--- src/rtl/chunked_serial_adder.sv ---
// ---------------------------------------------------------------------------
// chunked_serial_adder
//   Multi-cycle WIDTH-bit adder/subtractor. Adds CHUNK bits per clock with a
//   registered carry between chunks, so the combinational carry chain is only
//   CHUNK bits long. Latency from accept to out_valid is NCHUNK cycles.
//
//   Optional feature macro: CHUNKED_ADDER_OVERFLOW_EN
//     defined   -> signed-overflow flag computed and held with the result
//     undefined -> overflow port tied to 0 (port list unchanged)
//
// Parameters
//   WIDTH      operand/result width, multiple of CHUNK
//   CHUNK      bits processed per cycle (NCHUNK = WIDTH/CHUNK >= 1)
//
// Ports
//   clk        rising-edge clock
//   rst_n      synchronous active-low reset
//   in_valid   operand set offered          in_ready  block is IDLE
//   a, b       operands                     cin       carry-in (add only)
//   sub        1: a-b (a + ~b + 1), 0: a+b+cin
//   out_valid  result held (DONE)           out_ready consumer takes result
//   sum        result                       cout      carry out of MSB
//   overflow   signed overflow (0 when feature is compiled out)
// ---------------------------------------------------------------------------
module chunked_serial_adder #(
    parameter int WIDTH = 32,
    parameter int CHUNK = 8
) (
    input  logic             clk,
    input  logic             rst_n,
    input  logic             in_valid,
    output logic             in_ready,
    input  logic [WIDTH-1:0] a,
    input  logic [WIDTH-1:0] b,
    input  logic             cin,
    input  logic             sub,
    output logic             out_valid,
    input  logic             out_ready,
    output logic [WIDTH-1:0] sum,
    output logic             cout,
    output logic             overflow
);
    localparam int NCHUNK = WIDTH / CHUNK;
    localparam int KW     = (NCHUNK > 1) ? $clog2(NCHUNK) : 1;
    localparam logic [KW-1:0] KLAST = KW'(NCHUNK - 1);

    typedef enum logic [1:0] {
        IDLE = 2'd0,
        BUSY = 2'd1,
        DONE = 2'd2
    } state_t;

    state_t state, state_nxt;

    // Operands held as chunk arrays so chunk k is a plain index.
    logic [NCHUNK-1:0][CHUNK-1:0] a_r;
    logic [NCHUNK-1:0][CHUNK-1:0] b_r;
    logic [NCHUNK-1:0][CHUNK-1:0] sum_r;
    logic                         carry;
    logic [KW-1:0]                k;
    logic                         cout_r;

    logic [CHUNK:0]               csum;
    logic                         last;

    // Short carry chain: one CHUNK-bit add per cycle.
    assign csum = {1'b0, a_r[k]} + {1'b0, b_r[k]} + {{CHUNK{1'b0}}, carry};
    assign last = (k == KLAST);

    // -----------------------------------------------------------------------
    // FSM
    // -----------------------------------------------------------------------
    always_ff @(posedge clk) begin
        if (!rst_n) state <= IDLE;
        else        state <= state_nxt;
    end

    always_comb begin
        state_nxt = state;
        in_ready  = 1'b0;
        out_valid = 1'b0;
        case (state)
            IDLE: begin
                in_ready = 1'b1;
                if (in_valid) state_nxt = BUSY;
            end
            BUSY: begin
                if (last) state_nxt = DONE;
            end
            DONE: begin
                out_valid = 1'b1;
                if (out_ready) state_nxt = IDLE;
            end
            default: state_nxt = IDLE;
        endcase
    end

    // -----------------------------------------------------------------------
    // Datapath. Subtract is folded in at capture time: b is inverted and the
    // carry seeded with 1, so BUSY only ever adds and no sub flag is needed
    // afterwards.
    // -----------------------------------------------------------------------
    always_ff @(posedge clk) begin
        if (!rst_n) begin
            a_r    <= '0;
            b_r    <= '0;
            sum_r  <= '0;
            carry  <= 1'b0;
            k      <= '0;
            cout_r <= 1'b0;
        end else begin
            case (state)
                IDLE: begin
                    if (in_valid) begin
                        a_r   <= a;
                        b_r   <= sub ? ~b : b;
                        carry <= sub ? 1'b1 : cin;
                        k     <= '0;
                    end
                end
                BUSY: begin
                    sum_r[k] <= csum[CHUNK-1:0];
                    carry    <= csum[CHUNK];
                    k        <= last ? '0 : k + KW'(1);
                    if (last) cout_r <= csum[CHUNK];
                end
                default: ;
            endcase
        end
    end

    assign sum  = sum_r;
    assign cout = cout_r;

`ifdef CHUNKED_ADDER_OVERFLOW_EN
    // Carry into the MSB recovered from the MSB sum bit of the last chunk:
    // s = a ^ b ^ c_in  =>  c_in = a ^ b ^ s.
    logic msb_cin;
    logic ovf_r;

    assign msb_cin = a_r[k][CHUNK-1] ^ b_r[k][CHUNK-1] ^ csum[CHUNK-1];

    always_ff @(posedge clk) begin
        if (!rst_n)
            ovf_r <= 1'b0;
        else if (state == BUSY && last)
            ovf_r <= msb_cin ^ csum[CHUNK];
    end

    assign overflow = ovf_r;
`else
    assign overflow = 1'b0;
`endif

endmodule

--- config.mk ---
export PLATFORM = sky130hd
export DESIGN_NAME = chunked_serial_adder
export DESIGN_NICKNAME = d
export VERILOG_FILES = /design/src/rtl/chunked_serial_adder.sv
export SDC_FILE = /design/constraint.sdc
export NUM_CORES = 1
export LEC_CHECK = 0
export ABC_AREA = 0
export BUFFER_PORTS_ARGS = -buffer_cell sky130_fd_sc_hd__buf_4
export CAP_MARGIN = 10
export CORE_ASPECT_RATIO = 1.5
export CORE_UTILIZATION = 45
export CTS_BUF_LIST = sky130_fd_sc_hd__clkbuf_4 sky130_fd_sc_hd__clkbuf_8 sky130_fd_sc_hd__clkbuf_16
export DETAILED_ROUTE_END_ITERATION = 12
export GPL_ROUTABILITY_DRIVEN = 0
export PLACE_DENSITY_LB_ADDON = 0.25
export SETUP_SLACK_MARGIN = 0.2
export SYNTH_ARGS = -nofsm -noshare
export SYNTH_HDL_FRONTEND = slang
export SYNTH_SLANG_ARGS = --single-unit
--- constraint.sdc ---
create_clock -name clk -period 4.75 [get_ports clk]
set_input_delay 0.475 -clock clk [delete_from_list [all_inputs] [get_ports clk]]
set_output_delay 0.475 -clock clk [all_outputs]
set_load 0.05 [all_outputs]
==> results of run 1 <==
## metal layers
layer  global-route usage  part of all wire
met5                    0                 0
met4               0.0676             0.021
met3               0.0414             0.036
met2                0.356              0.53
met1                0.220              0.41
## stage by stage
step,std cells,hold WS (ps)
4_1_cts,722,377
5_1_grt,722,392
3_5_place_dp,707,460
6_report,722,390
3_3_place_gp,707,452
2_1_floorplan,498,432
## final timing paths
kind,endpoint,slack [ps],cells past startpoint
worst max-delay path,sum[28],1620,8
worst min-delay path,a_r[3],390,3
worst max register to register,sum[28],1620,8
worst min register to register,sum[8],470,2
## where the power goes
group | internal [mW] | switching, mW | leakage, nW
clock | 0.375 | 0.311 | 0.132
sequential | 0.904 | 0.0269 | 0.836
combinational | 0.154 | 0.189 | 1.67
## logic make-up (layout without fill, tap and decap cells)
kind of cell / after synthesis / count (layout) / synth area share
simple gates: 159 / 159 / 0.135
compound gates: 120 / 120 / 0.194
flops: 102 / 102 / 0.420
buf+inv: 46 / 126 / 0.0613
xor+xnor: 37 / 37 / 0.0682
mux: 20 / 20 / 0.0834
fa+ha+maj: 13 / 13 / 0.0366
other cells: 1 / 1 / 0.000772
## cell usage after synthesis, drive strengths merged (2+ instances only)
library cell and number:
nand2 127, dfxtp 102, a21boi 38, o211a 36, xnor2 34, buf 32, o21ai 19, mux4 16
nand3 12, ha 11, clkbuf 10, nor2b 7, a21oi 5, a31oi 5, and2 5, inv 4
nor2 4, o22ai 4, a21o 3, mux2i 3, xor2 3, a22oi 2, fa 2, o21a 2
o21bai 2
## state kept, by name, summed over array words and instances (netlist names)
signal / flops
sum: 32
a_r: 32
b_r: 32
k: 2
carry: 1
cout: 1
state: 2
## layout by cell type (no fill, tap or decap), types with 4 or more instances in the layout
master	instances
a31oi_1	5
dfxtp_1	102
nand2_1	127
a21oi_1	5
and2_1	4
o21ai_0	17
nor2b_1	7
buf_4	107
o211a_1	36
ha_1	11
nand3_1	12
mux4_2	16
clkbuf_16	9
nor2_1	4
a21boi_0	35
o22ai_1	4
xnor2_1	34
inv_1	4
## area by class of cell
cell class                 count  area (µm²)
tap                          144         180
sequential                   102        2040
timing repair buffer         107         803
inverter                       4        15.0
clock buffer                  11         246
fill                         992        4690
multi-input combinational    350        2520
clock inverter                 4        32.5
## critical path, cell delays in order, from the launching register on
cell and delay, ps:
dfxtp_1 320, buf_4 320, mux4_2 570, fa_1 460
fa_1 430, a21o_1 240, a21oi_1 200, xor2_1 310
o22ai_1 140
==> impl_metrics.json, run 1 <==
{
  "setup_ws_ps": 1620,
  "rsz0062_at_grt": "false",
  "cts_resized": 0,
  "grt_pass1_vias": 3518,
  "critPathLaunchType": "flop",
  "die_w_um": 86.8,
  "avgSynthCellArea_um2": 9.76,
  "n_antenna_cell": 0,
  "async_flop_share": 0,
  "post-cts-setup-buffers": 0,
  "relSlewSlack": 0.374,
  "io_buffers": 104,
  "status": "complete, no violations",
  "io_pins": 106,
  "fin_crit_sh": 0.660,
  "synth_top_area_frac": 0.420,
  "final_core_util": 0.554,
  "wire_per_inst_um": 14.7,
  "final-hold-violation-count": 0,
  "slew_violations": 0,
  "grt_start_max_net_pins": 108,
  "die-area_um2": 11200,
  "fmax_ghz": 0.319,
  "clk_pin_slew_worst_paths_ps": 70,
  "synth.net_count": 581,
  "clkSinkCount": 102,
  "netlist_area_um2": 4860,
  "place_ws_ps": 1640,
  "p_leak_nw": 2.64,
  "yosysUniqueCellTypes": 42,
  "setup.worst_path.end_class": "flop",
  "setup.worst_path.start": "k[0]",
  "cp.required_ps": 4940,
  "syn_inst": 498,
  "synth-edff-count": 0,
  "grt_usage": 0.194,
  "grt_overflow": 0,
  "first_pass_iters": 6,
  "wirelength_um": 10600,
  "via_count": 3696,
  "die_y_um": 129,
  "power.density_nw_per_um2": 336,
  "vias_per_cell": 5.12,
  "ctsHoldBuffers": 0,
  "worst_pin_slew_ps": 939,
  "synthTopCellsByArea": "dfxtp_1 (42%), nand2_1 (9.8%), o211a_1 (7.4%)",
  "cts_tree": "done",
  "max-cap-violations": 0,
  "antenna_found_initial": 0,
  "dp_hpwl_um": 7830,
  "synth-seq-area-share": 0.420,
  "synth_area_leader_cell": "dfxtp_1",
  "initial_core_util": 0.461,
  "drive_gt1_frac": 0.249,
  "min-delay-start": "a[3]",
  "numCtsBuffers": 9,
  "hp-class": "in -> reg",
  "final_nets": 657,
  "cp.arrival_ps": 3330,
  "worst_ir_drop_vdd_mv": 0.170,
  "drc_errors": 0,
  "setup_viol": 0,
  "min_period_ps": 3130,
  "drtAntennaViolNets": 0,
  "postPlaceCellArea_um2": 5560,
  "rr_startpoint": "k[0]",
  "htreeDepth": 3,
  "drt_iter0_markers": 200,
  "grt_pass1_wl_um": 16800,
  "cts-root-buf": "clkbuf_16",
  "core-area_um2": 10500,
  "ys.flop_type": "dfxtp_1",
  "finalClockSkew_ps": 7.88,
  "critPathKind": "reg -> reg",
  "ys_seq_elements": 102,
  "clk_path_buf_depth": 2,
  "p_total_mw": 1.96,
  "clk_latency_ps": 340,
  "cp_max_fo": 21,
  "tns_ps": 0,
  "area_growth_pct": 20.2,
  "row_count": 46,
  "stdcell_area_um2": 5840,
  "yosys_warnings": 0
}
(Power assumes the default switching activity.)
==> run 2, diff against run 1 <==
==> constraint.sdc (replaced) <==
create_clock -name clk -period 2.9 [get_ports clk]
set_input_delay 0.29 -clock clk [delete_from_list [all_inputs] [get_ports clk]]
set_output_delay 0.29 -clock clk [all_outputs]
set_load 0.05 [all_outputs]
==> run 2 against run 1 <==
Compared with the run above: maximum frequency rose by 16%; critical path type unchanged; global-route usage up 0.53 points; die area unchanged; clock skew down 2.7 ps; sequential power increased by 64%; first-iteration DRC count decreased by 6.0%; sequential cell count stayed put; wire length increased by 2.6%; non-clock buffer count up 6; core utilization up 1.3 points; hold slack got worse by 190 ps; critical endpoint is now sum[6].
==> impl_metrics.json, run 2 (synthesis results as in run 1) <==
{
  "status": "complete, no violations",
  "wirelength_um": 10900,
  "fin_crit_sh": 0.929,
  "n_antenna_cell": 0,
  "cts-root-buf": "clkbuf_16",
  "cts_tree": "done",
  "place_ws_ps": 59.6,
  "worst_ir_drop_vdd_mv": 0.356,
  "clkSinkCount": 102,
  "critPathLaunchType": "flop",
  "io_buffers": 104,
  "wire_per_inst_um": 14.9,
  "worst_pin_slew_ps": 740,
  "vias_per_cell": 5.16,
  "row_count": 46,
  "critPathKind": "reg -> reg",
  "drc_errors": 0,
  "final_common_cell": "nand2_1",
  "numCtsBuffers": 9,
  "final_core_util": 0.568,
  "initial_core_util": 0.461,
  "setup.worst_path.start": "k[1]",
  "fillers": 964,
  "area_growth_pct": 23.1,
  "rr_worst_depth": 7,
  "clk_pin_slew_worst_paths_ps": 70,
  "multi_input_area_um2": 2520,
  "cp.required_ps": 3130,
  "grt_pass1_vias": 3621,
  "hold_depth": 3,
  "rrSetupSlack_ps": 210,
  "grt_pass1_wl_um": 16900,
  "final_cell_mix": "nand2_1 (127), buf_4 (109), dfxtp_1 (100), o211a_1 (36), a21boi_0 (35)",
  "fmax_ghz": 0.371,
  "critPathMaxStageDelay_ps": 540,
  "drive_gt1_frac": 0.265,
  "rr_startpoint": "k[1]",
  "dp_hpwl_um": 8120,
  "grt_usage": 0.200,
  "drt_iter0_markers": 188,
  "core-area_um2": 10500,
  "hp-class": "in -> reg",
  "max-cap-violations": 0,
  "setup_ws_ps": 207,
  "clk_path_buf_depth": 2,
  "final_nets": 663,
  "ctsHoldBuffers": 0,
  "clk_latency_ps": 350,
  "setup_viol": 0,
  "path_cells": "mux4_2, fa_2, fa_2, a21o_1, a221oi_4, xor2_2, o21ai_0",
  "rsz0062_at_grt": "true",
  "min_period_ps": 2690,
  "stdcell_count": 729,
  "seq_area_um2": 2050,
  "stdcell_area_um2": 5980,
  "cp_max_fo": 4,
  "grt_overflow": 0,
  "min-delay-start": "a[11]",
  "relSlewSlack": 0.507,
  "first_pass_iters": 4,
  "htreeDepth": 3,
  "setup.worst_path.end_class": "flop",
  "postPlaceCellArea_um2": 5610,
  "tns_ps": 0,
  "path_common_cell": "fa_2",
  "final-hold-violation-count": 0,
  "die-area_um2": 11200,
  "die_w_um": 86.8,
  "power.density_nw_per_um2": 551,
  "p_leak_nw": 2.71,
  "drtAntennaViolNets": 0,
  "via_count": 3760,
  "antenna_found_initial": 0,
  "grt_start_max_net_pins": 87,
  "place_inst": 710,
  "die_y_um": 129,
  "p_total_mw": 3.29,
  "slew_violations": 0,
  "fin_hold_ws_ps": 201,
  "critPathSlowestCell": "mux4_2",
  "cp.arrival_ps": 2920,
  "io_pins": 106,
  "finalClockSkew_ps": 5.13
}
[run 2: changes by cell type in the layout (fill, tap and decap cells not counted), sizes merged]
| cell | before | now |
|---|---|---|
| inv | 5 | 4 |
| clkinv | 1 | 2 |
| bufbuf | 0 | 1 |
| clkbuf | 11 | 14 |
| buf | 107 | 112 |
| clkinvlp | 2 | 0 |
[run 2: area by class of cell]
cell class              instances  share of cell area
multi-input cells             350               0.422
flip-flops and latches        102               0.342
repair buffers                113               0.152
clock buffers                  14              0.0481
well taps                     144              0.0301
inverters                       4             0.00251
clock inverters                 2             0.00230
[run 2: routing by layer]
layer	share of wire	vias up	global-route usage	routed length, µm
met5	0	-	0	0
met2	0.53	105	0.360	5710
met4	0.031	0	0.103	338
met1	0.40	1751	0.219	4350
met3	0.043	24	0.0395	468
li1	-	1880	-	-
[run 2: path summary, 6_finish.rpt]
| check | end |
|---|---|
| setup / recovery | sum[6] |
| hold / removal | a_r[11] |
| setup reg to reg | sum[6] |
| hold reg to reg | a_r[24] |
[run 2: worst max-delay path, delay by kind of cell (launching register included)]
family | cells | cell delay, ps
multiplexers | 1 | 540
AO/OA/AOI/OAI | 3 | 650
flip-flops | 1 | 360
XOR/XNOR | 1 | 250
adder cells (fa/ha/maj) | 2 | 770
[run 2: what timing repair did]
action,CTS,global route
setup buffers,1,1
gates resized for setup,5,2
cloned,1,0
pin swaps,4,6
setup endpoints to repair,10,8
endpoints found under the hold margin,0,0
[run 2: power by group]
part	total [mW]	internal, mW	switching (mW)
logic	0.584	0.270	0.314
clock network	1.18	0.685	0.497
registers	1.53	1.48	0.0476
total	3.29	2.44	0.858
==> run 3, diff against run 2 <==
--- a/config.mk
+++ b/config.mk
@@ -14,6 +14,7 @@
 export DETAILED_ROUTE_END_ITERATION = 12
 export GPL_ROUTABILITY_DRIVEN = 0
 export PLACE_DENSITY_LB_ADDON = 0.25
+export REMOVE_ABC_BUFFERS = 1
 export SETUP_SLACK_MARGIN = 0.2
 export SYNTH_ARGS = -nofsm -noshare
 export SYNTH_HDL_FRONTEND = slang
==> run 3 against run 2 <==
Compared with the run above: sequential power about the same; clock power about the same; hold slack better by 0.74 ps; critical path type unchanged; critical endpoint is now sum[30].
==> impl_metrics.json, run 3 (synthesis results as in run 1) <==
{
  "stdcell_area_um2": 6030,
  "clkSinkCount": 102,
  "path_common_cell": "fa_2",
  "setup.worst_path.end_class": "flop",
  "final_nets": 672,
  "grt_pass1_vias": 3439,
  "ctsHoldBuffers": 0,
  "rr_worst_depth": 7,
  "p_total_mw": 3.32,
  "grt_usage": 0.193,
  "die_y_um": 129,
  "vias_per_cell": 5.09,
  "drc_errors": 0,
  "via_count": 3757,
  "dp_hpwl_um": 7730,
  "cp_max_fo": 4,
  "grt_overflow": 0,
  "critPathKind": "reg -> reg",
  "final_common_cell": "nand2_1",
  "rr_startpoint": "k[1]",
  "initial_core_util": 0.461,
  "place_ws_ps": 115,
  "htreeDepth": 3,
  "wirelength_um": 10500,
  "clk_pin_slew_worst_paths_ps": 70,
  "cts_tree": "done",
  "tns_ps": 0,
  "postPlaceCellArea_um2": 5650,
  "p_leak_nw": 2.73,
  "cp.buffers_inverters": 0,
  "first_pass_iters": 6,
  "rsz0062_at_grt": "true",
  "reg2reg_to": "sum[30]",
  "slew_violations": 0,
  "max-cap-violations": 0,
  "relSlewSlack": 0.541,
  "critPathTopFamily": "adder cells",
  "rrSetupSlack_ps": 280,
  "power.density_nw_per_um2": 551,
  "grt_pass1_wl_um": 16700,
  "die_w_um": 86.8,
  "clk_latency_ps": 340,
  "worst_pin_slew_ps": 689,
  "wire_per_inst_um": 14.3,
  "area_growth_pct": 24.0,
  "worst_ir_drop_vdd_mv": 0.279,
  "critPathLaunchType": "flop",
  "antenna_found_initial": 0,
  "critPathSlowestCell": "mux4_2",
  "cp.arrival_ps": 2840,
  "hp-class": "in -> reg",
  "grt_start_max_net_pins": 69,
  "min-delay-start": "a[2]",
  "setup_viol": 0,
  "io_buffers": 104,
  "drive_gt1_frac": 0.278,
  "cts-root-buf": "clkbuf_16",
  "clk_path_buf_depth": 2,
  "finalClockSkew_ps": 7.09,
  "min_period_ps": 2620,
  "drtAntennaViolNets": 0,
  "fin_crit_sh": 0.903,
  "numCtsBuffers": 9,
  "fmax_ghz": 0.382,
  "die-area_um2": 11200,
  "status": "complete, no violations",
  "n_antenna_cell": 0,
  "setup_ws_ps": 282,
  "cp.required_ps": 3120,
  "drt_iter0_markers": 185,
  "core-area_um2": 10500,
  "final_cell_mix": "nand2_1 (127), buf_4 (117), dfxtp_1 (101), o211a_1 (36), a21boi_0 (35)",
  "final-hold-violation-count": 0,
  "hold_end": "a_r[2]",
  "io_pins": 106,
  "row_count": 46,
  "fillers": 944,
  "path_cells": "mux4_2, fa_2, fa_2, a21o_1, a221oi_4, xor2_2, o22ai_1",
  "hold_depth": 3,
  "critPathMaxStageDelay_ps": 540,
  "final_core_util": 0.572
}
[run 3: cell types whose count changed in the layout (fill, tap and decap cells not counted), sizes merged]
cell / before / now
buf: 112 / 122
bufbuf: 1 / 0
clkbuf: 14 / 11
clkinvlp: 0 / 2
bufinv: 0 / 1
[run 3: metrics by stage]
step / hold WS (ps) / std cells
floorplan: 399 / 456
global placement: 439 / 717
detailed placement: 449 / 717
CTS: 203 / 733
global route: 215 / 738
finish: 201 / 738
[run 3: how the worst max path moves through the flow]
stage	start	end	slack [ps]	cells after the start
final	k[1]	sum[30]	280	7
after floorplan	k[0]	sum[22]	-340	7
after global placement	k[0]	sum[22]	190	8
after CTS	k[0]	sum[22]	200	8
after global routing	k[1]	sum[30]	160	8
after detailed placement	k[0]	sum[22]	110	8
[run 3: tightest hold or removal path: stages]
cell      delay (ps)
buf_4            110
nand2_1           50
a21boi_1          50
[run 3: timing repair]
item	4_1_cts	5_1_grt
setup endpoints to repair	11	22
pin swaps	2	6
setup buffers	0	5
resized for setup	3	9
[run 3: cell type report]
| cell class | count | area, µm² | share of cell area |
|---|---|---|---|
| inverters | 4 | 15.0 | 0.00249 |
| multi-input cells | 350 | 2530 | 0.421 |
| clock buffers | 11 | 246 | 0.0409 |
| flip-flops and latches | 102 | 2040 | 0.339 |
| well taps | 144 | 180 | 0.0299 |
| clock inverters | 5 | 58.8 | 0.00976 |
| repair buffers | 122 | 947 | 0.157 |
[run 3: report_power, final]
part | leakage, nW | internal (mW) | switching [mW]
clock network | 0.145 | 0.702 | 0.510
logic | 1.75 | 0.275 | 0.308
registers | 0.836 | 1.48 | 0.0460
[run 3: metal layers]
metal  global-route usage  vias to the layer above  routed length [µm]
met3               0.0293                       10                 390
met1                0.231                     1766                4490
met2                0.349                       84                5500
met5                    0                        -                   0
li1                     -                     1897                   -
met4               0.0647                        0                 154
